===== config.mk =====
export PLATFORM = sky130hd
export DESIGN_NAME = id_ex_stage_flat
export DESIGN_NICKNAME = d
export VERILOG_FILES = /design/src/rtl/id_ex_if.sv /design/src/rtl/id_ex_stage.sv /design/src/flat_wrapper.sv
export SDC_FILE = /design/constraint.sdc
export NUM_CORES = 1
export LEC_CHECK = 0
export ABC_CLOCK_PERIOD_IN_PS = 5300
export BUFFER_PORTS_ARGS = -buffer_cell sky130_fd_sc_hd__buf_4
export CAP_MARGIN = 15
export CORE_AREA = 2 2 120 122
export DETAILED_ROUTE_END_ITERATION = 10
export DIE_AREA = 0 0 122 124
export PLACE_DENSITY = 0.82
export SYNTH_ARGS = -nofsm -noshare
export SYNTH_HDL_FRONTEND = slang
export SYNTH_SLANG_ARGS = --single-unit

===== constraint.sdc =====
create_clock -name clk -period 5.3 [get_ports clk]
set_input_delay 0.53 -clock clk [delete_from_list [all_inputs] [get_ports clk]]
set_output_delay 0.53 -clock clk [all_outputs]
set_load 0.03 [all_outputs]

===== src/rtl/id_ex_if.sv =====
// Bundles the ID/EX stage's ID-side inputs, forwarding inputs and outputs toward EX.
// The master modport drives the stage; the slave modport is the stage itself.
interface id_ex_if;
   logic        stall;
   logic        flush;
   logic [31:0] id_rd1;
   logic [31:0] id_rd2;
   logic [31:0] id_imm;
   logic [4:0]  id_rs;
   logic [4:0]  id_rt;
   logic [4:0]  id_rd;
   logic [1:0]  id_alu_op;
   logic [5:0]  id_funct;
   logic        id_alu_src;
   logic        id_reg_dst;
   logic        id_mem_read;
   logic        id_mem_write;
   logic        id_reg_write;
   logic        id_mem_to_reg;
   logic        mem_reg_write;
   logic [4:0]  mem_rd;
   logic [31:0] mem_alu_out;
   logic        wb_reg_write;
   logic [4:0]  wb_rd;
   logic [31:0] wb_data;
   logic [31:0] alu_a;
   logic [31:0] alu_b;
   logic [2:0]  alu_operation;
   logic [31:0] ex_store_data;
   logic [4:0]  ex_dest;
   logic        ex_mem_read;
   logic        ex_mem_write;
   logic        ex_reg_write;
   logic        ex_mem_to_reg;
   logic        load_use_stall;

   modport master (
      output stall, flush, id_rd1, id_rd2, id_imm, id_rs, id_rt, id_rd, id_alu_op, id_funct,
             id_alu_src, id_reg_dst, id_mem_read, id_mem_write, id_reg_write, id_mem_to_reg,
             mem_reg_write, mem_rd, mem_alu_out, wb_reg_write, wb_rd, wb_data,
      input  alu_a, alu_b, alu_operation, ex_store_data, ex_dest, ex_mem_read, ex_mem_write,
             ex_reg_write, ex_mem_to_reg, load_use_stall
   );

   modport slave (
      input  stall, flush, id_rd1, id_rd2, id_imm, id_rs, id_rt, id_rd, id_alu_op, id_funct,
             id_alu_src, id_reg_dst, id_mem_read, id_mem_write, id_reg_write, id_mem_to_reg,
             mem_reg_write, mem_rd, mem_alu_out, wb_reg_write, wb_rd, wb_data,
      output alu_a, alu_b, alu_operation, ex_store_data, ex_dest, ex_mem_read, ex_mem_write,
             ex_reg_write, ex_mem_to_reg, load_use_stall
   );
endinterface


===== src/rtl/id_ex_stage.sv =====
// ID/EX pipeline register with ALU-op decode, EX/MEM and MEM/WB operand forwarding
// placed after the register, and load-use hazard detection.
module id_ex_stage (
   input logic     clk,
   input logic     rst,
   id_ex_if.slave  bus
);
   logic [31:0] rd1_r;
   logic [31:0] rd2_r;
   logic [31:0] imm_r;
   logic [4:0]  rs_r;
   logic [4:0]  rt_r;
   logic [4:0]  dest_r;
   logic        alu_src_r;
   logic [2:0]  alu_operation_r;
   logic        mem_read_r;
   logic        mem_write_r;
   logic        reg_write_r;
   logic        mem_to_reg_r;

   logic [2:0]  alu_operation_s;
   logic [4:0]  dest_s;
   logic [31:0] fwd_a_s;
   logic [31:0] fwd_b_s;

   function automatic logic [2:0] alu_decode(input logic [1:0] alu_op, input logic [5:0] funct);
      logic [2:0] op;
      op = 3'b010;
      case (alu_op)
         2'b00: op = 3'b010;
         2'b01: op = 3'b110;
         2'b11: op = 3'b111;
         2'b10: begin
            case (funct)
               6'b100000: op = 3'b010;
               6'b100010: op = 3'b110;
               6'b100100: op = 3'b000;
               6'b100101: op = 3'b001;
               6'b101010: op = 3'b111;
               default:   op = 3'b010;
            endcase
         end
         default: op = 3'b010;
      endcase
      return op;
   endfunction

   // EX/MEM beats MEM/WB; writes to $0 are never forwarded.
   function automatic logic [31:0] forward(
      input logic [4:0]  src,
      input logic [31:0] reg_val,
      input logic        m_we,
      input logic [4:0]  m_rd,
      input logic [31:0] m_val,
      input logic        w_we,
      input logic [4:0]  w_rd,
      input logic [31:0] w_val
   );
      logic [31:0] res;
      if (m_we && (m_rd != 5'd0) && (m_rd == src)) begin
         res = m_val;
      end else if (w_we && (w_rd != 5'd0) && (w_rd == src)) begin
         res = w_val;
      end else begin
         res = reg_val;
      end
      return res;
   endfunction

   // Decode ALU operation and destination register ahead of the pipeline register.
   always_comb begin
      alu_operation_s = alu_decode(bus.id_alu_op, bus.id_funct);
      dest_s          = 5'd0;
      if (bus.id_reg_dst) begin
         dest_s = bus.id_rd;
      end else begin
         dest_s = bus.id_rt;
      end
   end

   // Pipeline register: reset, then flush (bubble), then stall (hold), then load.
   always_ff @(posedge clk) begin
      if (!rst || bus.flush) begin
         rd1_r           <= 32'd0;
         rd2_r           <= 32'd0;
         imm_r           <= 32'd0;
         rs_r            <= 5'd0;
         rt_r            <= 5'd0;
         dest_r          <= 5'd0;
         alu_src_r       <= 1'b0;
         alu_operation_r <= 3'b000;
         mem_read_r      <= 1'b0;
         mem_write_r     <= 1'b0;
         reg_write_r     <= 1'b0;
         mem_to_reg_r    <= 1'b0;
      end else if (!bus.stall) begin
         rd1_r           <= bus.id_rd1;
         rd2_r           <= bus.id_rd2;
         imm_r           <= bus.id_imm;
         rs_r            <= bus.id_rs;
         rt_r            <= bus.id_rt;
         dest_r          <= dest_s;
         alu_src_r       <= bus.id_alu_src;
         alu_operation_r <= alu_operation_s;
         mem_read_r      <= bus.id_mem_read;
         mem_write_r     <= bus.id_mem_write;
         reg_write_r     <= bus.id_reg_write;
         mem_to_reg_r    <= bus.id_mem_to_reg;
      end else begin
         rd1_r           <= rd1_r;
         rd2_r           <= rd2_r;
         imm_r           <= imm_r;
         rs_r            <= rs_r;
         rt_r            <= rt_r;
         dest_r          <= dest_r;
         alu_src_r       <= alu_src_r;
         alu_operation_r <= alu_operation_r;
         mem_read_r      <= mem_read_r;
         mem_write_r     <= mem_write_r;
         reg_write_r     <= reg_write_r;
         mem_to_reg_r    <= mem_to_reg_r;
      end
   end

   // Forwarding muxes follow the register so they keep tracking during a stall.
   always_comb begin
      fwd_a_s = forward(rs_r, rd1_r, bus.mem_reg_write, bus.mem_rd, bus.mem_alu_out,
                        bus.wb_reg_write, bus.wb_rd, bus.wb_data);
      fwd_b_s = forward(rt_r, rd2_r, bus.mem_reg_write, bus.mem_rd, bus.mem_alu_out,
                        bus.wb_reg_write, bus.wb_rd, bus.wb_data);
      bus.alu_a         = fwd_a_s;
      bus.ex_store_data = fwd_b_s;
      bus.alu_b         = 32'd0;
      if (alu_src_r) begin
         bus.alu_b = imm_r;
      end else begin
         bus.alu_b = fwd_b_s;
      end
      bus.load_use_stall = mem_read_r && (dest_r != 5'd0) &&
                           ((dest_r == bus.id_rs) || (dest_r == bus.id_rt));
   end

   assign bus.alu_operation = alu_operation_r;
   assign bus.ex_dest       = dest_r;
   assign bus.ex_mem_read   = mem_read_r;
   assign bus.ex_mem_write  = mem_write_r;
   assign bus.ex_reg_write  = reg_write_r;
   assign bus.ex_mem_to_reg = mem_to_reg_r;
endmodule


===== src/flat_wrapper.sv =====
// flat-port wrapper written by rule: the top's interface ports become plain ports
module id_ex_stage_flat 
  (clk, rst, bus_stall, bus_flush, bus_id_rd1, bus_id_rd2, bus_id_imm, bus_id_rs, bus_id_rt, bus_id_rd, bus_id_alu_op, bus_id_funct, bus_id_alu_src, bus_id_reg_dst, bus_id_mem_read, bus_id_mem_write, bus_id_reg_write, bus_id_mem_to_reg, bus_mem_reg_write, bus_mem_rd, bus_mem_alu_out, bus_wb_reg_write, bus_wb_rd, bus_wb_data, bus_alu_a, bus_alu_b, bus_alu_operation, bus_ex_store_data, bus_ex_dest, bus_ex_mem_read, bus_ex_mem_write, bus_ex_reg_write, bus_ex_mem_to_reg, bus_load_use_stall);
  id_ex_if bus_i ();
  input logic clk;
  input logic rst;
  input wire logic [$bits(bus_i.stall)-1:0] bus_stall;
  input wire logic [$bits(bus_i.flush)-1:0] bus_flush;
  input wire logic [$bits(bus_i.id_rd1)-1:0] bus_id_rd1;
  input wire logic [$bits(bus_i.id_rd2)-1:0] bus_id_rd2;
  input wire logic [$bits(bus_i.id_imm)-1:0] bus_id_imm;
  input wire logic [$bits(bus_i.id_rs)-1:0] bus_id_rs;
  input wire logic [$bits(bus_i.id_rt)-1:0] bus_id_rt;
  input wire logic [$bits(bus_i.id_rd)-1:0] bus_id_rd;
  input wire logic [$bits(bus_i.id_alu_op)-1:0] bus_id_alu_op;
  input wire logic [$bits(bus_i.id_funct)-1:0] bus_id_funct;
  input wire logic [$bits(bus_i.id_alu_src)-1:0] bus_id_alu_src;
  input wire logic [$bits(bus_i.id_reg_dst)-1:0] bus_id_reg_dst;
  input wire logic [$bits(bus_i.id_mem_read)-1:0] bus_id_mem_read;
  input wire logic [$bits(bus_i.id_mem_write)-1:0] bus_id_mem_write;
  input wire logic [$bits(bus_i.id_reg_write)-1:0] bus_id_reg_write;
  input wire logic [$bits(bus_i.id_mem_to_reg)-1:0] bus_id_mem_to_reg;
  input wire logic [$bits(bus_i.mem_reg_write)-1:0] bus_mem_reg_write;
  input wire logic [$bits(bus_i.mem_rd)-1:0] bus_mem_rd;
  input wire logic [$bits(bus_i.mem_alu_out)-1:0] bus_mem_alu_out;
  input wire logic [$bits(bus_i.wb_reg_write)-1:0] bus_wb_reg_write;
  input wire logic [$bits(bus_i.wb_rd)-1:0] bus_wb_rd;
  input wire logic [$bits(bus_i.wb_data)-1:0] bus_wb_data;
  output wire logic [$bits(bus_i.alu_a)-1:0] bus_alu_a;
  output wire logic [$bits(bus_i.alu_b)-1:0] bus_alu_b;
  output wire logic [$bits(bus_i.alu_operation)-1:0] bus_alu_operation;
  output wire logic [$bits(bus_i.ex_store_data)-1:0] bus_ex_store_data;
  output wire logic [$bits(bus_i.ex_dest)-1:0] bus_ex_dest;
  output wire logic [$bits(bus_i.ex_mem_read)-1:0] bus_ex_mem_read;
  output wire logic [$bits(bus_i.ex_mem_write)-1:0] bus_ex_mem_write;
  output wire logic [$bits(bus_i.ex_reg_write)-1:0] bus_ex_reg_write;
  output wire logic [$bits(bus_i.ex_mem_to_reg)-1:0] bus_ex_mem_to_reg;
  output wire logic [$bits(bus_i.load_use_stall)-1:0] bus_load_use_stall;
  assign bus_i.stall = bus_stall;
  assign bus_i.flush = bus_flush;
  assign bus_i.id_rd1 = bus_id_rd1;
  assign bus_i.id_rd2 = bus_id_rd2;
  assign bus_i.id_imm = bus_id_imm;
  assign bus_i.id_rs = bus_id_rs;
  assign bus_i.id_rt = bus_id_rt;
  assign bus_i.id_rd = bus_id_rd;
  assign bus_i.id_alu_op = bus_id_alu_op;
  assign bus_i.id_funct = bus_id_funct;
  assign bus_i.id_alu_src = bus_id_alu_src;
  assign bus_i.id_reg_dst = bus_id_reg_dst;
  assign bus_i.id_mem_read = bus_id_mem_read;
  assign bus_i.id_mem_write = bus_id_mem_write;
  assign bus_i.id_reg_write = bus_id_reg_write;
  assign bus_i.id_mem_to_reg = bus_id_mem_to_reg;
  assign bus_i.mem_reg_write = bus_mem_reg_write;
  assign bus_i.mem_rd = bus_mem_rd;
  assign bus_i.mem_alu_out = bus_mem_alu_out;
  assign bus_i.wb_reg_write = bus_wb_reg_write;
  assign bus_i.wb_rd = bus_wb_rd;
  assign bus_i.wb_data = bus_wb_data;
  assign bus_alu_a = bus_i.alu_a;
  assign bus_alu_b = bus_i.alu_b;
  assign bus_alu_operation = bus_i.alu_operation;
  assign bus_ex_store_data = bus_i.ex_store_data;
  assign bus_ex_dest = bus_i.ex_dest;
  assign bus_ex_mem_read = bus_i.ex_mem_read;
  assign bus_ex_mem_write = bus_i.ex_mem_write;
  assign bus_ex_reg_write = bus_i.ex_reg_write;
  assign bus_ex_mem_to_reg = bus_i.ex_mem_to_reg;
  assign bus_load_use_stall = bus_i.load_use_stall;
  id_ex_stage u_core (.clk(clk), .rst(rst), .bus(bus_i));
endmodule

==> results.sh <==
export IMPL_htree_levels=4
export IMPL_drive_gt1_frac=0.3374
export IMPL_portBuffers=313
export IMPL_synth_warning_count=0
export IMPL_clk_pin_slew_ns=0.06
export IMPL_yosysSeqAreaShare=0.3632
export IMPL_layout_nets=1265
export IMPL_crit_end="bus_alu_b[4]"
export IMPL_fillCellCount=1152
export IMPL_holdWs_ns=0.3443
export IMPL_drc=0
export IMPL_synth_compound_area_share=0.1085
export IMPL_layout_commonest_cell="buf_4"
export IMPL_skew_ns=0
export IMPL_finalMaxSlewViolations=0
export IMPL_placed_area_sq_um=8929
export IMPL_design_area_sq_um=9555
export IMPL_cts_resized=0
export IMPL_crit_path_start="u_core.rt_r[1]"
export IMPL_netlist_area_sq_um=6560
export IMPL_hpwl_mm=16.29
export IMPL_p_leak_nw=4.414
export IMPL_wirelength_mm=22.50
export IMPL_path_max_fanout=17
export IMPL_grt_usage=0.2854
export IMPL_power_switching_mw=0.7027
export IMPL_coreArea_sq_um=13720
export IMPL_final_cell_mix="buf_4 (321), nor2_1 (170), mux2i_1 (165)"
export IMPL_antenna_found_initial=0
export IMPL_utilization=0.6965
export IMPL_gp_congestion=0.8330
export IMPL_die_area_sq_um=15130
export IMPL_critical_path_class="flip-flop to output pin"
export IMPL_syn_avg_cell_area_sq_um=8.421
export IMPL_setup_viol=0
export IMPL_peakVddDrop_v=0.0002013
export IMPL_synthCells=779
export IMPL_largestRegisters="u_core.imm_r (32), u_core.rd1_r (32), u_core.rd2_r (32)"
export IMPL_fin_tns_setup_ns=0
export IMPL_cts_buffers=17
export IMPL_fp_row_count=43
export IMPL_clock_path_buffers=2
export IMPL_cts_root_buf="clkbuf_16"
export IMPL_status="finished, final reports clean"
export IMPL_synth_simple_area_share=0.1799
export IMPL_reg2reg_depth=3
export IMPL_power_frac_seq=0.359
export IMPL_cts_setup_buffers=0
export IMPL_synth_top_family_by_area="multiplexers"
export IMPL_cts_sinks=119
export IMPL_p_int_mw=1.932
export IMPL_grt_max_degree=97
export IMPL_fin_crit_ns=3.848
export IMPL_clockPowerShare=0.447
export IMPL_p_sw_frac=0.2667
export IMPL_cap_viol_max_count=0
export IMPL_muxShareOfSynthArea=0.2518
export IMPL_cts_tree="built"
export IMPL_fp_dieH_um=124
export IMPL_grt_pass1_vias=6316
export IMPL_r2r_setup_slack_ns=4.09
export IMPL_antenna_cells=0
export IMPL_synth_adder_area_share=0
export IMPL_syn_nets=984
export IMPL_finalPower_mw=2.635
export IMPL_rr_startpoint="u_core.alu_src_r"
export IMPL_vias_per_cell=5.399
export IMPL_dieWidth_um=122
export IMPL_initial_core_util=0.4782
export IMPL_wl_per_cell_um=17.96
export IMPL_required_ns=4.77
export IMPL_cts_hold_buf=0
export IMPL_hp_class="primary input to flip-flop"
export IMPL_arrival_ns=3.32
export IMPL_end_kind="output pin"
export IMPL_drtPass1Iterations=5
export IMPL_area_growth_pct=45.66
export IMPL_grt_pass1_wl_mm=33.20
export IMPL_final_hold_viol_count=0
export IMPL_min_delay_start="bus_id_rd1[5]"
export IMPL_rsz0062_at_grt="no"
export IMPL_fmax_mhz=259.9
export IMPL_num_vias=6765
export IMPL_ant_nets=0
export IMPL_synth_seq_cells=119
export IMPL_fin_crit_sh=0.7261
export IMPL_synth_xor_area_share=0.04005
export IMPL_tightest_slew_ns=1.114
export IMPL_power_frac_comb=0.195
export IMPL_clk_latency_ns=0.41
export IMPL_yosysUniqueCellTypes=34
export IMPL_p_per_area_nw_per_um2=275.8
export IMPL_drtIter0Drc=471
export IMPL_start_kind="flip-flop"
export IMPL_relSlewSlack=0.2576
export IMPL_io_pins=314
export IMPL_regToRegEndpoint="u_core.alu_src_r"
export IMPL_overflow=0
[per-layer routing]
layer / wire [um] / part of all wire / global-route usage
met1: 9183 / 0.41 / 0.3583
met2: 10980 / 0.49 / 0.4742
met3: 1750 / 0.078 / 0.06731
met4: 588 / 0.026 / 0.1128
met5: 0 / 0 / 0
[final cells by class]
type                    count  area (sq um)  share of cell area
multi-input cells         582          3835              0.4013
repair buffers            323          2441              0.2555
well taps                 180         225.2             0.02357
clock buffers              26         519.2             0.05434
flip-flops and latches    119          2384              0.2494
clock inverters             6         87.58            0.009166
inverters                  17         63.81            0.006678
[worst max-delay path: stages, from the launching register on]
cell,delay (ns)
dfxtp_1,0.34
xor2_1,0.19
nor2_2,0.61
and3_1,0.69
buf_4,0.35
mux2i_1,0.35
a221oi_1,0.13
buf_4,0.24
[worst min path at each step]
stage,endpoint,slack (ns),cells after the start
6_report,u_core.rd1_r[5],0.34,3
4_1_cts,u_core.imm_r[11],0.34,3
3_3_place_gp,u_core.rd1_r[21],0.47,2
3_5_place_dp,u_core.rd2_r[9],0.48,2
2_1_floorplan,u_core.rd1_r[0],0.46,2
5_1_grt,u_core.rd2_r[4],0.34,3
[logic make-up after synthesis]
logic type      after synthesis
simple gates                279
flops                       119
xor+xnor                     30
mux                         165
compound gates              108
buf+inv                      78
[power groups by stage]
stage	Sequential (mW)	Combinational, mW	Clock (mW)
after floorplan	0.964	0.265	0
after CTS	0.944	0.512	1.19
after global placement	0.962	0.503	0
after global routing	0.947	0.546	1.23
final	0.945	0.513	1.18
after detailed placement	0.963	0.509	0
[cells in the mapped netlist]
master / instances / area [sq um]
o31ai_1: 15 / 112.6
or4_1: 3 / 22.52
buf_4: 4 / 30.03
a31o_2: 1 / 8.760
inv_1: 17 / 63.81
buf_6: 5 / 56.30
buf_1: 6 / 22.52
and4_1: 1 / 8.760
nor2b_1: 4 / 25.02
a221oi_1: 32 / 280.3
nand3_1: 5 / 25.02
nor2_1: 172 / 645.6
buf_12: 1 / 20.02
nor4_2: 1 / 12.51
a222oi_1: 1 / 10.01
o21ai_1: 8 / 40.04
mux2i_1: 165 / 1652
nand2b_1: 1 / 6.260
clkbuf_1: 37 / 138.9
dfxtp_1: 119 / 2382
buf_2: 8 / 40.04
nor3_1: 22 / 110.1
a211oi_1: 1 / 7.510
nor4b_1: 1 / 8.760
or3_1: 1 / 6.260
nor3_2: 1 / 10.01
nor3b_1: 2 / 15.01
and3_1: 16 / 100.1
xnor2_1: 14 / 122.6
nand2_1: 49 / 183.9
xor2_1: 16 / 140.1
o21a_1: 1 / 7.510
o21ai_0: 26 / 130.1
a21oi_1: 23 / 115.1
[through the flow]
step | setup WS (ns) | instances
2_1_floorplan | 2.049 | 779
3_3_place_gp | 1.634 | 1220
3_5_place_dp | 1.563 | 1220
4_1_cts | 1.523 | 1252
5_1_grt | 1.347 | 1253
6_report | 1.452 | 1253
Power figures use the tool's default switching activity.
